==> config.mk <==
export PLATFORM = sky130hd
export DESIGN_NAME = piso_tx
export DESIGN_NICKNAME = d
export VERILOG_FILES = /design/src/rtl/piso_tx.sv
export SDC_FILE = /design/constraint.sdc
export NUM_CORES = 1
export LEC_CHECK = 0
export CAP_MARGIN = 10
export CORE_MARGIN = 3
export CORE_UTILIZATION = 25
export DETAILED_ROUTE_END_ITERATION = 12
export DONT_BUFFER_PORTS = 1
export SETUP_SLACK_MARGIN = 0.4
export SYNTH_ARGS = -nofsm -noshare
export SYNTH_HDL_FRONTEND = slang
export SYNTH_SLANG_ARGS = --single-unit
==> constraint.sdc <==
create_clock -name clk_i -period 3.7 [get_ports clk_i]
set_input_delay 0.74 -clock clk_i [delete_from_list [all_inputs] [get_ports clk_i]]
set_output_delay 0.74 -clock clk_i [all_outputs]
set_load 0.02 [all_outputs]
==> src/rtl/piso_tx.sv <==
// piso_tx: parallel-in, serial-out transmitter.
// A WIDTH-bit word is accepted via valid/ready. It is shifted out on q_o one bit
// per divider tick, framed by frame_o, and followed by a one-cycle done_o pulse.
// Optional build macro: PISO_LSB_FIRST_EN (LSB first; default is MSB first).
module piso_tx #(
  parameter int WIDTH = 4,
  parameter int DIV   = 25000000
) (
  input  logic             clk_i,
  input  logic             rst_i,
  input  logic [WIDTH-1:0] data_i,
  input  logic             valid_i,
  output logic             ready_o,
  output logic             q_o,
  output logic             frame_o,
  output logic             done_o
);

  localparam int CW = (DIV > 1) ? $clog2(DIV) : 1;
  localparam int BW = $clog2(WIDTH);

  typedef enum logic [1:0] {IDLE, SHIFT, DONE} state_t;

  state_t           state, state_nxt;
  logic [WIDTH-1:0] sr, sr_nxt;
  logic [BW-1:0]    bcnt, bcnt_nxt;
  logic [CW-1:0]    dcnt;
  logic             tick, accept, out_bit;

  assign tick   = (dcnt == CW'(DIV - 1));
  assign accept = valid_i && (state == IDLE);

`ifdef PISO_LSB_FIRST_EN
  assign out_bit = sr[0];
`else
  assign out_bit = sr[WIDTH-1];
`endif

  // All outputs decode from state and shift-register flops only.
  assign ready_o = (state == IDLE);
  assign frame_o = (state == SHIFT);
  assign done_o  = (state == DONE);
  assign q_o     = (state == SHIFT) && out_bit;

  // Bit-rate divider; restarts on accept so bit 0 gets a full DIV cycles.
  always_ff @(posedge clk_i) begin
    if (!rst_i)               dcnt <= '0;
    else if (accept || tick)  dcnt <= '0;
    else                      dcnt <= dcnt + CW'(1);
  end

  // State, shift register and bit counter.
  always_ff @(posedge clk_i) begin
    if (!rst_i) begin
      state <= IDLE;
      sr    <= '0;
      bcnt  <= '0;
    end else begin
      state <= state_nxt;
      sr    <= sr_nxt;
      bcnt  <= bcnt_nxt;
    end
  end

  // Next-state logic: load on accept, shift per tick, one-cycle DONE.
  always_comb begin
    state_nxt = state;
    sr_nxt    = sr;
    bcnt_nxt  = bcnt;
    unique case (state)
      IDLE: begin
        if (valid_i) begin
          sr_nxt    = data_i;
          bcnt_nxt  = '0;
          state_nxt = SHIFT;
        end
      end
      SHIFT: begin
        if (tick) begin
          if (bcnt == BW'(WIDTH - 1)) begin
            sr_nxt    = '0;
            state_nxt = DONE;
          end else begin
`ifdef PISO_LSB_FIRST_EN
            sr_nxt   = sr >> 1;
`else
            sr_nxt   = sr << 1;
`endif
            bcnt_nxt = bcnt + BW'(1);
          end
        end
      end
      DONE:    state_nxt = IDLE;
      default: state_nxt = IDLE;
    endcase
  end

endmodule

==> impl_metrics.ini <==
[clock_tree]
insertion_delay_ns = 0.29
hold_buffers = 0
cts-root-buf = clkbuf_8
postCtsSetupRepairBufs = 0
cts_tree = done
cts_max_level = 2
clk_pin_slew_ns = 0.06
ctsResizeCount = 0
cts_sinks = 33
cts_buffers = 5
cts_buffer_depth = 2

[final_layout]
final-seq-area_um2 = 661
antennaDiodeCount = 0
num-nets-final = 202
fin_util_pct = 29.1
fill_cells = 651
multi_input_area_um2 = 911
syn2layout_area_growth_pct = 8.51
drive_gt1_share_pct = 7.22

[global_route]
grt_pass1_vias = 1218
antenna_found_initial = 0
grt_pass1_wl_um = 5690
grt_start_max_net_pins = 26
overflow = 0
grtUsageTotal_pct = 9.56

[synth]
synth.distinct_cells = 39
yosys.area.top_type = dfxtp_1
yosysSeqAreaShare_pct = 40.1
ys_ff_latch = 33
ys_warn_count = 0
synth_fp_nets = 202
yosys-top-cells-area = dfxtp_1 (40%), xnor2_1 (5.9%), nor2_1 (4.6%), a21oi_1 (4.0%), nand2_1 (3.6%)
ys.flop_type = dfxtp_1
postSynth.asyncResetShare_pct = 0
syn_area_mm2 = 0.00165
syn_inst = 193
synth_edf_count = 0
synth_top_cell_area_share_pct = 40.1
syn_area_per_cell_um2 = 8.53

[placed_design]
hpwl_um = 2240
io_buffers = 0
pre_cts_ws_ns = 1.55
place.gp.congestion = 0.735

[timing]
fin_ws_ns = 1.26
setup_tns_ns = 0
report.final.slew_viol_count = 0
period_minus_slack_ns = 2.44
final_hold_viol_count = 0
skew_ns = 0.00660
hold_slack_ns = 0.459
min_period_over_period_pct = 65.9
tightestPinTransition_ns = 0.826
max_freq_mhz = 410
final-setup-viol-count = 0
rsz0062_at_grt = no
max-slew-margin-rel_pct = 44.4

[critical_path]
setup.worst_path.end_class = primary output
cp_max_fo = 12
path_class = reg2out
required_ns = 2.96
worstPathArrival_ns = 1.70
reg2reg_depth = 5
rrSetupSlack_ns = 1.64
critPathLaunchType = flip-flop

[drt]
drc = 0
drt_iter0_markers = 89
drt_first_pass_iters = 4
vias = 1374
viasPerCell = 5.11
ant_nets = 0
wl_per_cell_um = 12.2
wirelength_um = 3270

[outcome]
status = completed

[power_and_ir_drop]
p_comb_share_pct = 4.9
power_mw = 0.657
leakagePower_nw = 0.502
p_int_mw = 0.507
powerDensity_mw_per_mm2 = 368
ir_worst_vdd_mv = 0.182
p_seq_share_pct = 55.9
swShare_pct = 23.0
clkPwrFrac_pct = 39.2
switchingPower_mw = 0.151

[die]
die_w_um = 87.2
std_cell_rows = 28
initial_utilization_pct = 26.9
die_height_um = 87.2
die_area_mm2 = 0.00760
ios = 11
coreArea_mm2 = 0.00613

[min_path]
holdPathStages = 1
hold_class = reg2reg

[flow_run]
max_cap_viol_count = 0
## cell families (layout without fill, tap and decap cells)
kind of cell    count (synthesis)  after routing  share of synthesized area [%]
mux                             3              3                           1.82
fa+ha+maj                       2              2                           1.52
compound gates                 37             37                           14.8
buf+inv                        17             18                           4.56
flops                          33             33                           40.1
xor+xnor                       12             12                           6.38
simple gates                   89             89                           30.8
## registers in the layout, indices dropped and copies added, names as in the netlist
register	flops
bcnt	2
dcnt	25
sr	4
state	2
## Yosys cell counts, drive strengths merged (2+ instances only)
cell    count
nand2      16
a22o        2
or4         9
buf         4
xnor2      11
nor3        8
nand3      12
and4        3
o31a        3
ha          2
nand4       5
a21oi      14
inv         9
nor2b       2
o31ai       6
nor2       20
o21ai       6
or3         5
nor3b       2
dfxtp      33
nor4b       2
mux2i       3
o211ai      2
clkbuf      4
nor4        2
## layer usage
metal,vias to the layer above,GRT usage (%),wire (um)
met5,-,0,0
met4,0,3.77,76
met3,6,4.26,149
met2,20,13.5,1390
met1,644,12.6,1650
li1,704,-,-
## path summary, 6_finish.rpt
kind                              end                  start
hold / removal     dcnt[0]$_SDFF_PP0_     dcnt[0]$_SDFF_PP0_
setup reg to reg  dcnt[24]$_SDFF_PP0_     dcnt[0]$_SDFF_PP0_
hold reg to reg    dcnt[0]$_SDFF_PP0_     dcnt[0]$_SDFF_PP0_
setup / recovery                  q_o  state[0]$_SDFFE_PN0P_
## worst max-delay path, stage by stage, from the launching register on
cell     delay (ns)
dfxtp_1        0.53
nor2b_1        0.55
and2_1         0.33
## cell type report
cell class / instances / area share, %
clock buffer: 8 / 4.48
inverter: 9 / 1.89
tap: 75 / 5.25
timing repair buffer: 1 / 0.420
sequential: 33 / 37.0
multi-input combinational: 143 / 51.0
## power groups by stage
stage,combinational (mW),clock (mW),sequential [mW]
floorplan,0.0301,0,0.372
global placement,0.0328,0,0.375
detailed placement,0.0326,0,0.376
CTS,0.0327,0.271,0.368
global route,0.0367,0.288,0.368
finish,0.0323,0.257,0.368
## per-stage QoR
stage / cell area [um2] / cells
after floorplan: 1650 / 193
after global placement: 1710 / 261
after detailed placement: 1710 / 261
after CTS: 1790 / 269
after global routing: 1790 / 269
final: 1790 / 269
## cell usage in the layout, fill, tap and decap left out, types with 2 or more instances in the layout
cell      netlist  final
nor3_1          8      8
and4_1          3      3
nand4_1         5      5
or4_4           2      2
a22o_1          2      2
nand2_1        16     16
nor2b_1         2      2
o21ai_0         6      6
clkbuf_8        0      5
nor4_1          2      2
nor3b_1         2      2
or3_1           3      3
ha_1            2      2
nand3_1        10     10
nand3_4         2      2
xnor2_1        11     11
a21oi_1        13     13
o31ai_1         6      6
inv_1           9      9
clkbuf_1        4      3
or3_2           2      2
or4_1           7      7
nor4b_1         2      2
o31a_1          3      3
mux2i_1         3      3
nor2_1         20     20
dfxtp_1        33     33
Power figures use the tool's default switching activity.
